File: src/rtl/seq_div.sv
// Sequential radix-2 restoring divider, signed or unsigned.
// One quotient bit per clock; fixed latency of WIDTH+1 edges from start to done.
module seq_div #(
  parameter int unsigned WIDTH = 32
) (
  input  logic             clk,
  input  logic             reset,
  input  logic             start,
  input  logic             sign,
  input  logic [WIDTH-1:0] a,
  input  logic [WIDTH-1:0] b,
  output logic             busy,
  output logic             done,
  output logic [WIDTH-1:0] q,
  output logic [WIDTH-1:0] r,
  output logic             dbz
);

  localparam int unsigned CW = $clog2(WIDTH + 1);

  typedef enum logic [1:0] {
    IDLE,
    CALC,
    FIX
  } state_t;

  state_t           state_q;
  logic [WIDTH-1:0] a_q;       // raw dividend, returned as remainder on divide-by-zero
  logic [WIDTH-1:0] dmag_q;    // divisor magnitude
  logic [WIDTH-1:0] rem_q;     // partial remainder
  logic [WIDTH-1:0] quo_q;     // dividend shifts out of the top while quotient shifts in
  logic [CW-1:0]    cnt_q;
  logic             negq_q;
  logic             negr_q;
  logic             bz_q;
  logic             busy_q;
  logic             done_q;
  logic [WIDTH-1:0] q_q;
  logic [WIDTH-1:0] r_q;
  logic             dbz_q;

  logic             a_neg;
  logic             b_neg;
  logic [WIDTH-1:0] a_mag;
  logic [WIDTH-1:0] b_mag;
  logic [WIDTH:0]   shl;
  logic [WIDTH:0]   diff;
  logic [WIDTH-1:0] rem_d;
  logic [WIDTH-1:0] quo_d;
  logic [WIDTH-1:0] q_d;
  logic [WIDTH-1:0] r_d;

  // Operand magnitudes for the incoming request
  always_comb begin
    a_neg = sign & a[WIDTH-1];
    b_neg = sign & b[WIDTH-1];
    a_mag = a_neg ? (~a + 1'b1) : a;
    b_mag = b_neg ? (~b + 1'b1) : b;
  end

  // One restoring step: shift, trial subtract, keep or restore
  always_comb begin
    shl  = {rem_q, quo_q[WIDTH-1]};
    diff = shl - {1'b0, dmag_q};
    if (!diff[WIDTH]) begin
      rem_d = diff[WIDTH-1:0];
      quo_d = {quo_q[WIDTH-2:0], 1'b1};
    end else begin
      rem_d = shl[WIDTH-1:0];
      quo_d = {quo_q[WIDTH-2:0], 1'b0};
    end
  end

  // Sign correction and divide-by-zero substitution for the final result
  always_comb begin
    if (bz_q) begin
      q_d = '1;
      r_d = a_q;
    end else begin
      q_d = negq_q ? (~quo_q + 1'b1) : quo_q;
      r_d = negr_q ? (~rem_q + 1'b1) : rem_q;
    end
  end

  // Control FSM and datapath registers
  always_ff @(posedge clk or negedge reset) begin
    if (!reset) begin
      state_q <= IDLE;
      a_q     <= '0;
      dmag_q  <= '0;
      rem_q   <= '0;
      quo_q   <= '0;
      cnt_q   <= '0;
      negq_q  <= 1'b0;
      negr_q  <= 1'b0;
      bz_q    <= 1'b0;
      busy_q  <= 1'b0;
      done_q  <= 1'b0;
      q_q     <= '0;
      r_q     <= '0;
      dbz_q   <= 1'b0;
    end else begin
      done_q <= 1'b0;
      case (state_q)
        IDLE: begin
          if (start) begin
            a_q     <= a;
            dmag_q  <= b_mag;
            quo_q   <= a_mag;
            rem_q   <= '0;
            cnt_q   <= CW'(WIDTH);
            negq_q  <= a_neg ^ b_neg;
            negr_q  <= a_neg;
            bz_q    <= (b == '0);
            busy_q  <= 1'b1;
            state_q <= CALC;
          end
        end
        CALC: begin
          rem_q <= rem_d;
          quo_q <= quo_d;
          cnt_q <= cnt_q - 1'b1;
          if (cnt_q == CW'(1)) begin
            state_q <= FIX;
          end
        end
        FIX: begin
          q_q     <= q_d;
          r_q     <= r_d;
          dbz_q   <= bz_q;
          done_q  <= 1'b1;
          busy_q  <= 1'b0;
          state_q <= IDLE;
        end
        default: state_q <= IDLE;
      endcase
    end
  end

  assign busy = busy_q;
  assign done = done_q;
  assign q    = q_q;
  assign r    = r_q;
  assign dbz  = dbz_q;

endmodule

File: config.mk
export PLATFORM = sky130hd
export DESIGN_NAME = seq_div
export DESIGN_NICKNAME = d
export VERILOG_FILES = /design/src/rtl/seq_div.sv
export SDC_FILE = /design/constraint.sdc
export NUM_CORES = 1
export LEC_CHECK = 0
export BUFFER_PORTS_ARGS = -buffer_cell sky130_fd_sc_hd__buf_2
export CORE_AREA = 2 2 220 200
export CTS_BUF_LIST = sky130_fd_sc_hd__clkbuf_2
export DETAILED_ROUTE_END_ITERATION = 10
export DIE_AREA = 0 0 222 202
export SYNTH_ARGS = -nofsm -noshare
export SYNTH_HDL_FRONTEND = slang
export SYNTH_SLANG_ARGS = --single-unit
File: constraint.sdc
create_clock -name clk -period 3 [get_ports clk]
set_clock_uncertainty 0.2 [all_clocks]
set_input_delay 0.9 -clock clk [delete_from_list [all_inputs] [get_ports clk]]
set_output_delay 0.9 -clock clk [all_outputs]
set_load 0.1 [all_outputs]
### Word-level counts from Yosys, hierarchy flattened

Cells that the tools add are included.

| storage, ports and cells | value |
|---|---|
| register bits | 206 |
| latch bits | 0 |
| bits in writable memories | 0 |
| memory bits (read-only) | 0 |
| bits of input ports | 68 |
| output and inout bits | 67 |
| logic and storage cells | 60 |
| memories | 0 |

| cells by class | value |
|---|---|
| add/sub/neg operators | 6 |
| multiply operators | 0 |
| div/mod/pow operators | 0 |
| $lt $le $gt $ge | 0 |
| equality and inequality tests | 5 |
| shift-type cells | 0 |
| muxes and demuxes | 20 |
| bitwise logic cells | 7 |
| reductions and logical operators | 8 |

Operators with widths:

| cell | number |
|---|---|
| 32-bit two-way mux | 9 |
| 32-bit by 1-bit adder with 32-bit output, second input constant | 4 |
| 32-bit inverter | 4 |
| 32-bit one-hot mux with 2 select lines | 2 |
| 33-bit by 32-bit subtractor with 33-bit output | 1 |
| 32-bit logical NOT | 1 |
| 6-bit one-hot mux with 2 select lines | 1 |
| 2-bit AND reduction | 4 |
| 6-bit by 1-bit == test with 1-bit output, second input constant | 1 |
| 6-bit two-way mux | 1 |
| 6-bit by 1-bit subtractor with 6-bit output, second input constant | 1 |
| 2-bit two-way mux | 2 |
| 2-bit inequality test, second input constant | 2 |
| 2-bit one-hot mux with 2 select lines | 1 |
| 2-bit nonzero test | 2 |
| 1-bit two-way mux | 3 |
| 1-bit AND | 2 |
| 2-bit by 1-bit == test with 1-bit output, second input constant | 1 |
| 2-bit == test, second input constant | 1 |
| 2-bit logical NOT | 1 |
| 1-bit one-hot mux with 2 select lines | 1 |
| 1-bit XOR | 1 |

### Longest topological paths before layout

Gate-level depths: netlist of the first run.

| logic depth | value |
|---|---|
| depth after elaboration | 5 |
| depth in mapped cells | 13 |
| depth with buffers taken out | 11 |

### Least setup slack after synthesis of the first run

No wires, ideal clock.

| path | value |
|---|---|
| kind | register to register |
| start point | register quo_q[31] |
| end point | register rem_q[21] |
| setup time | 0.116 ns |
| data arrival time | 2.916 ns |
| required time | 2.684 ns |
| path slack | -0.231 ns |
| cell stages (with the launch flop) | 13 |
| buffers on the path | 2 |
| clock period less this slack | 3.231 ns |
| cells stage by stage | dfrtp_1 -> inv_1 -> ha_1 -> fa_1 -> nand2b_1 -> a21oi_1 -> o2111ai_1 -> a311oi_1 -> o21a_1 -> o211ai_1 -> buf_4 -> buf_4 -> o311ai_0 |

| on the way | value |
|---|---|
| word-level cells in the longest chain between the ends | 3 |

Ends and longest elaborated chain:

| item | RTL line | text |
|---|---|---|
| start, declared | 31 | `logic [WIDTH-1:0] quo_q;` |
| start signal, assigned | 109 | `quo_q <= a_mag;` |
| start signal, assigned | 121 | `quo_q <= quo_d;` |
| 33-bit by 32-bit subtractor with 33-bit output | 64 | `diff = shl - {1'b0, dmag_q};` |
| 32-bit two-way mux | 65 | `if (!diff[WIDTH]) begin` |
| 32-bit one-hot mux with 2 select lines | 104 | `case (state_q)` |
| end signal, assigned | 120 | `rem_q <= rem_d;` |
| end, declared | 30 | `logic [WIDTH-1:0] rem_q;` |

Every way passes these cells.
A chain may end at the register's enable or synchronous reset.

### Worst setup path after layout of the first run

| path | value |
|---|---|
| start point | register quo_q[31] |
| end point | register rem_q[28] |

The elaborated chain is that of the path after synthesis.

==> metrics, run 1 <==
Hold WC Path Type=input pin to flop; overall die width=around 220 um; WP data arrival=approximately 3800 ps; period utilisation layout=106%; clk_lat worst skew=between 900 and 1000 ps; vias in the first global route=12400; wire per inst=approximately 17 um; core area=approximately 43000 um2; Synth top area share=40.7%; Final ANT Viol Nets=0; gr ovfl total=0; Yosys top cell by area=dfrtp_1; most frequent cell after synthesis=nand2_1; first-pass GRT wire length=66.4 mm; net count after synthesis=between 1500 and 2000; crit start category=flop; dpl cells=2312; die area=~45000 um2; Seq/Total Area, Yosys=slightly above 40%; DP Area=~15000 um2; DRT iter0 DRCs=between 700 and 800; worst slew pin tran=968 ps; Crit Path Class=flop to flop; yosys warns=0; total CTS buffers=between 50 and 60; Hold Path Sink=a_q[20]; Final Hold Viols=0; synth cell count leaders=nand2_1 (269), dfrtp_1 (206), o21ai_0 (186); Root Buffer Master=clkbuf_2; clock sinks=roughly 200; # DRC=0; worst reg-to-reg path cell count=16; hold slack=~91 ps; Final GP Congestion=0.866; # IOs=approximately 140; layout cell share with drive strength beyond 1=between 20 and 30%; fin crit period=~3200 ps; Pre-Repair DR Iteration Count=6; synth top area cells=dfrtp_1 (41%), nand2_1 (8.0%), o21ai_0 (7.3%); setup slack, reg-to-reg=-180 ps; DR vias=12400; Synth Instances=~1500; Die Y=a little over 200 um; Worst Hold Depth=3; failing checks=setup timing; Mapped Area=approximately 13000 um2; CP Max Fanout=8; max-cap violation count=0; Initial Utilization=roughly 30%; final setup violating endpoints=39; Hold Crit Start=a[20]; CP Data Required Time=3580 ps; DR vias/cell=between 5 and 6; Post-Route WL=about 42 mm; antenna violations before repair=2; clock buffer depth=3; clk slew on worst S/H paths=about 100 ps; Synth Flop Type=dfrtp_1; Max transition margin=a little over a third; count of different cell masters after synthesis=~70; outcome=finished with violations; # nets final=approximately 2000; H-tree depth=2; RR Startpoint=quo_q[31]; clock tree from TritonCTS=built; largest net degree at the start of global routing=between 60 and 70; Final Cell Area=16800 um2; synthesized area per cell=around 8.4 um2; worst setup slack after layout=-184 ps; filler cell count=roughly 4300; area delta synth->final=32.8%; num rows=slightly above 70; Finished Layout Cells=roughly 2500; setup TNS=-3990 ps; PortBufs=about 130; HPWL after DPL=30.7 mm; fmax=around 0.31 GHz; Max Transition Viols Final=0; gr usage total=a little under a fifth; CP endpoint kind=flop; fraction of registers with async set/reset=100%; FF-to-FF End=rem_q[28]; RSZ-0062 raised after global routing=yes; number of flops mapped to enable cells by yosys=0; Yosys reg bits=206
[layout by cell type, fill, tap and decap left out, types with 60 or more instances in the layout]
cell type	count
nand2_1	263
xor2_1	78
xnor2_1	61
nor2_1	99
o21ai_0	153
dfrtp_1	203
clkbuf_2	86
a21oi_1	97
buf_4	209
inv_1	60
buf_2	131
[critical path: stages (launching register included)]
cell and delay, ps:
dfrtp_1 380, inv_2 60, ha_4 160, fa_2 340, nand2b_4 160, a21oi_4 150
o2111ai_2 170, a311oi_2 240, buf_4 180, buf_6 100, o21ai_2 40, o211ai_1 100
buf_6 190, buf_6 150, buf_12 130, mux2i_1 180, o21ai_1 80
[sequential cells by signal, summed over array words and instances (netlist names)]
register and flops:
dbz 1, negr_q 1, r 32, a_q 32, done 1, cnt_q 6
bz_q 1, negq_q 1, state_q 2, busy 1, dmag_q 32, rem_q 32
quo_q 32, q 32
[metal layers]
metal | global-route usage, % | share of wire, %
met2 | 29.9 | 46
met5 | 0 | 0
met1 | 24.8 | 46
met4 | 5.77 | 2.4
met3 | 3.07 | 5.3
[final cells by class]
cell class	count	area (um2)	area share, %
antenna	2	5.00	0.0297
clock buffer	86	430	2.56
clock inverter	10	42.5	0.253
inverter	63	236	1.40
multi-input combinational	1155	7520	44.7
sequential	206	5160	30.6
tap	555	694	4.13
timing repair buffer	383	2740	16.3
[logic make-up (layout without fill, tap and decap cells)]
group	after synthesis	count (layout)	synth area share, %
fa+ha+maj	39	39	3.91
buf+inv	141	542	4.51
simple gates	517	517	18.6
other cells	0	2	0
xor+xnor	142	142	9.81
flops	206	206	40.7
mux	29	29	2.34
compound gates	428	428	20.2
[through the flow]
stage	setup slack, ps	util (%)
6_report	-184	39.5
5_1_grt	-348	39.5
4_1_cts	-202	38.8
3_5_place_dp	-372	36.0
3_3_place_gp	-378	36.0
2_1_floorplan	-66.4	-
[worst max path at each step]
| stage | startpoint | end | slack, ps | depth (start not counted) |
|---|---|---|---|---|
| 2_1_floorplan | a[8] | quo_q[30] | -70 | 8 |
| 3_3_place_gp | a[4] | quo_q[31] | -380 | 9 |
| 3_5_place_dp | a[4] | quo_q[31] | -370 | 9 |
| 4_1_cts | quo_q[31] | rem_q[20] | -200 | 16 |
| 5_1_grt | dmag_q[27] | rem_q[28] | -350 | 14 |
| 6_report | quo_q[31] | rem_q[28] | -180 | 16 |
[timing repair]
action	in CTS	in global routing
gates cloned	4	0
setup endpoints to repair	50	55
hold buffers	26	0
resized for setup	84	50
hold endpoints to repair	62	0
pin swaps	39	33
buffers inserted	10	13
Power of run 1 is left out: the tool's default activity adds up to more than one toggle a clock period on the data nets, which glitch-free logic cannot reach.
==> inputs of run 2 (changes only) <==
Settings changed: CORE_AREA 2 2 220 200 to 2 2 171 157, DIE_AREA 0 0 222 202 to 0 0 173 159, PLACE_DENSITY set to 0.71.
==> run 2 against run 1 <==
- the flow still finishes with violations (setup timing)
- wire length is 11% lower
- flip-flop and latch count is the same
- register-to-register slack lost 60 ps
- die area down 39%
- hold slack better by 22 ps
- maximum frequency is 1.8% lower
- count of clock-buffer cells in the layout fell by 9
- critical path depth decreased by 6
==> metrics, run 2 (synthesized netlist as in run 1, its figures left out) <==
outcome=finished with violations; failing checks=setup timing; DP Worst Slack=-384 ps; gr usage total=26.7%; H-tree depth=2; die area=27500 um2; antenna violations before repair=1; layout cell share with drive strength beyond 1=28.4%; fin crit period=between 3000 and 4000 ps; gr ovfl total=0; final setup violating endpoints=42; Final Cell Area=approximately 16000 um2; FF-to-FF End=q[24]; DR vias/cell=5.54; Pre-Repair DR Iteration Count=5; Hold Path Sink=a_q[14]; Max transition margin=around a third; Post-Route WL=~37 mm; largest net degree at the start of global routing=100; CP Data Required Time=between 3000 and 4000 ps; first-pass GRT wire length=60.9 mm; Final GP Congestion=0.892; Slowest-stage cell, CP=or4_4; CP Max Fanout=3; Initial Utilization=just under 50%; Final ANT Viol Nets=0; clock tree from TritonCTS=built; fmax=0.309 GHz; clock sinks=about 210; clk slew on worst S/H paths=around 120 ps; worst slew pin tran=between 1000 and 1500 ps; core area=about 26000 um2; worst-path cell chain=inv_2 > ha_4 > or4b_4 > or3_4 > or3_4 > or4_4 > buf_6 > o21ai_2 > xor2_1 > a21oi_1; setup slack, reg-to-reg=-240 ps; num rows=between 50 and 60; worst setup slack after layout=-241 ps; RR Startpoint=quo_q[0]; Buf+Inv Stages, Crit Path=2; Hold WC Path Type=input pin to flop; overall die width=173 um; DRT iter0 DRCs=1011; RSZ-0062 raised after global routing=yes; Root Buffer Master=clkbuf_2; clk_lat worst skew=between 800 and 900 ps; Worst Hold Depth=3; CP endpoint kind=flop; Final Hold Viols=0; HPWL after DPL=26.8 mm; total CTS buffers=54; PortBufs=134; wire per inst=around 17 um; clock buffer depth=3; crit start category=flop; crit-path max cell delay=about 570 ps; max-cap violation count=0; critical path's top delay family=simple AND/OR/NAND/NOR gates; # IOs=approximately 140; Crit Path Class=flop to flop; setup TNS=-5050 ps; Die Y=between 150 and 200 um; DR vias=between 10000 and 15000; vias in the first global route=~12000; area delta synth->final=28.3%; Max Transition Viols Final=0; period utilisation layout=108%; Hold Crit Start=a[14]; commonest non-fill, non-tap cell in the layout=nand2_1; # DRC=0; cell mode on critical path=or3_4; worst reg-to-reg path cell count=10; commonest non-fill, non-tap cells in the layout=nand2_1 (266), buf_4 (208), dfrtp_1 (204); DP Area=about 15000 um2; WP data arrival=3730 ps; # nets final=1952
[run 2: what timing repair did]
item                                    CTS  global route
pin swaps                                23            41
endpoints found under the setup margin   47            55
gates cloned                              0             3
gates resized for setup                  53            57
hold buffers                              1             0
endpoints found under the hold margin    59             0
buffers inserted                         10            13
[run 2: layout make-up]
cell class | instances | area (um2)
clock inverters | 17 | 76.3
repair buffers | 365 | 2580
well taps | 348 | 435
flip-flops and latches | 206 | 5160
multi-input cells | 1155 | 7380
fillers | 2244 | 9380
inverters | 63 | 236
clock buffers | 77 | 385
diodes | 1 | 2.50
[run 2: worst max path at each step]
stage	start	to	slack, ps	cells after the start
finish	quo_q[0]	q[24]	-240	10
global route	quo_q[31]	rem_q[9]	-350	14
CTS	quo_q[31]	rem_q[20]	-240	15
detailed placement	a[4]	quo_q[29]	-380	9
global placement	a[4]	quo_q[31]	-360	9
floorplan	a[8]	quo_q[30]	-70	8
[run 2: metrics by stage]
step           std cells  utilization [%]  hold WS (ps)
2_1_floorplan       1502                -           238
3_3_place_gp        2110             59.1           253
3_5_place_dp        2110             59.1           259
4_1_cts             2215             62.1          34.5
5_1_grt             2232             63.4          49.6
6_report            2232             63.4           113
[run 2: worst reg2reg max path, cell delays in order (launching register included)]
cell     delay (ps)
dfrtp_2         460
inv_2            90
ha_4            120
or4b_4          470
or3_4           350
or3_4           360
or4_4           580
buf_6           140
o21ai_2         110
xor2_1          160
a21oi_1          90
[run 2: per-layer routing]
| layer | track usage (%) | wire length, um | share of wire, % | vias to the layer above |
|---|---|---|---|---|
| met2 | 43.7 | 17600 | 47 | 325 |
| met5 | 0 | 0 | 0 | - |
| li1 | - | - | - | 5971 |
| met1 | 36.9 | 16700 | 45 | 6009 |
| met4 | 8.05 | 803 | 2.2 | 0 |
| met3 | 4.08 | 1960 | 5.3 | 56 |
Power of run 2 is left out for the same reason.
==> inputs of run 3 (changes only) <==
Settings changed: PLACE_DENSITY 0.71 to 0.69, RECOVER_POWER set to 100.
Clock period 3 ns to 3.2 ns, I/O delays scaled along.
==> run 3 against run 2 <==
- the run still ends with setup timing left
- cell count fell by 3.0%
- critical path depth rose by 2
- utilization fell by 2.9 points
- non-clock buffer count fell by 67
- register-to-register slack improved by 210 ps
- wire length fell by 2.0%
- first-iteration DRC count fell by 14%
- sequential share of layout area rose by 1.5 points
- design area fell by 4.5%
- critical path type unchanged
- highest routed layer is now met5
==> metrics, run 3 (synthesized netlist as in run 1, its figures left out) <==
Slowest-stage cell, CP=or4b_4; Final GP Congestion=slightly above 0.9; Max Transition Viols Final=0; clock tree from TritonCTS=built; CP Depth=12; commonest non-fill, non-tap cells in the layout=nand2_1 (266), dfrtp_1 (204), o21ai_0 (171); # IOs=between 100 and 150; worst setup slack after layout=-30.4 ps; crit path from=dmag_q[0]; H-tree depth=2; worst-path cell chain=ha_4 > fa_2 > nand2b_4 > a21oi_4 > o2111ai_4 > a311oi_2 > buf_4 > o21a_1 > o211ai_1 > buf_4 > or4b_4 > nand2_2; Final ANT Viol Nets=0; overall die width=between 150 and 200 um; vias in the first global route=roughly 12000; setup slack, reg-to-reg=-30 ps; cell mode on critical path=buf_4; failing checks=setup timing; # DRC=0; PortBufs=roughly 130; commonest non-fill, non-tap cell in the layout=nand2_1; clock sinks=206; HPWL after DPL=around 26 mm; Buf+Inv Stages, Crit Path=2; RR Startpoint=dmag_q[0]; filler cell count=about 2300; largest net degree at the start of global routing=around 140; crit-path max cell delay=~490 ps; total CTS buffers=53; area delta synth->final=22.5%; setup TNS=-30.4 ps; DRT iter0 DRCs=868; wire per inst=16.8 um; critical path's top delay family=compound AO/OA/AOI/OAI gates; Root Buffer Master=clkbuf_2; num rows=56; period utilisation layout=101%; CP Data Required Time=around 3700 ps; die area=approximately 28000 um2; Post-Route WL=36.4 mm; Initial Utilization=49.4%; fin crit period=between 3000 and 4000 ps; Worst Hold Depth=3; fmax=just over 0.3 GHz; gr usage total=a little over a quarter; WP data arrival=between 3000 and 4000 ps; crit start category=flop; DR vias=12100; max-cap violation count=0; Hold WC Path Type=input pin to flop; gr ovfl total=0; first-pass GRT wire length=59.7 mm; Crit Path Class=flop to flop; Worst Setup EP=rem_q[9]; outcome=finished with violations; clk_lat worst skew=between 800 and 900 ps; RSZ-0062 raised after global routing=yes; Pre-Repair DR Iteration Count=5; clk slew on worst S/H paths=around 100 ps; # nets final=approximately 1900; Die Y=159 um; Final Hold Viols=0; CP Max Fanout=4; worst slew pin tran=about 1400 ps; hold slack=147 ps; worst reg-to-reg path cell count=12; clock buffer depth=3; antenna violations before repair=2; layout cell share with drive strength beyond 1=between 20% and 30%; DR vias/cell=between 5 and 6; final setup violating endpoints=1; core area=25600 um2; CP endpoint kind=flop; FF-to-FF End=rem_q[9]; Max transition margin=~6.4%
[run 3: cell types whose count changed in the layout (fill, tap and decap cells not counted), sizes merged]
| cell | before | now |
|---|---|---|
| clkbuf | 80 | 85 |
| clkinv | 18 | 10 |
| inv | 62 | 65 |
| buf | 361 | 292 |
| clkinvlp | 0 | 1 |
[run 3: worst reg2reg max path: stages (launching register included)]
cell       delay, ps
dfrtp_1          420
ha_4             180
fa_2             360
nand2b_4         160
a21oi_4          150
o2111ai_4        150
a311oi_2         300
buf_4            180
o21a_1           130
o211ai_1         150
buf_4            210
or4b_4           490
nand2_2           70
[run 3: how the worst min path moves through the flow]
stage	startpoint	to	slack, ps
floorplan	a_q[25]	a_q[25]	240
global placement	a_q[29]	a_q[29]	260
detailed placement	r[20]	r[20]	260
CTS	a[26]	a_q[26]	90
global route	a[21]	a_q[21]	110
finish	a[26]	a_q[26]	150
[run 3: repair_timing]
action,CTS,global route
cloned,1,0
hold buffers,1,0
pin swaps,8,19
gates resized for setup,20,68
endpoints found under the hold margin,49,0
buffers inserted,6,8
setup endpoints to repair,39,47
[run 3: area by class of cell]
class / instances / area, um2 / area share, %
Clock buffer: 80 / 400 / 2.58
Clock inverter: 13 / 57.6 / 0.371
Timing Repair Buffer: 298 / 1940 / 12.5
Tap cell: 348 / 435 / 2.80
Sequential cell: 206 / 5160 / 33.2
Inverter: 63 / 236 / 1.52
Antenna cell: 1 / 2.50 / 0.0161
Multi-Input combinational cell: 1155 / 7300 / 47.0
[run 3: metal layers]
layer / up-vias / routed length [um] / global-route usage [%]
met5: - / 13 / 0
met1: 5790 / 16400 / 35.5
met2: 343 / 16800 / 42.5
li1: 5834 / - / -
met4: 2 / 1050 / 8.90
met3: 87 / 2130 / 4.94
[run 3: stage by stage]
| stage | instances | cell area [um2] | setup slack (ps) | utilization [%] |
|---|---|---|---|---|
| 2_1_floorplan | 1502 | 12700 | 18.9 | - |
| 3_3_place_gp | 2054 | 14600 | -404 | 57.1 |
| 3_5_place_dp | 2054 | 14600 | -426 | 57.1 |
| 4_1_cts | 2155 | 15300 | 1.16 | 59.5 |
| 5_1_grt | 2164 | 15500 | -143 | 60.5 |
| 6_report | 2164 | 15500 | -30.4 | 60.5 |
Power of run 3 is left out for the same reason.
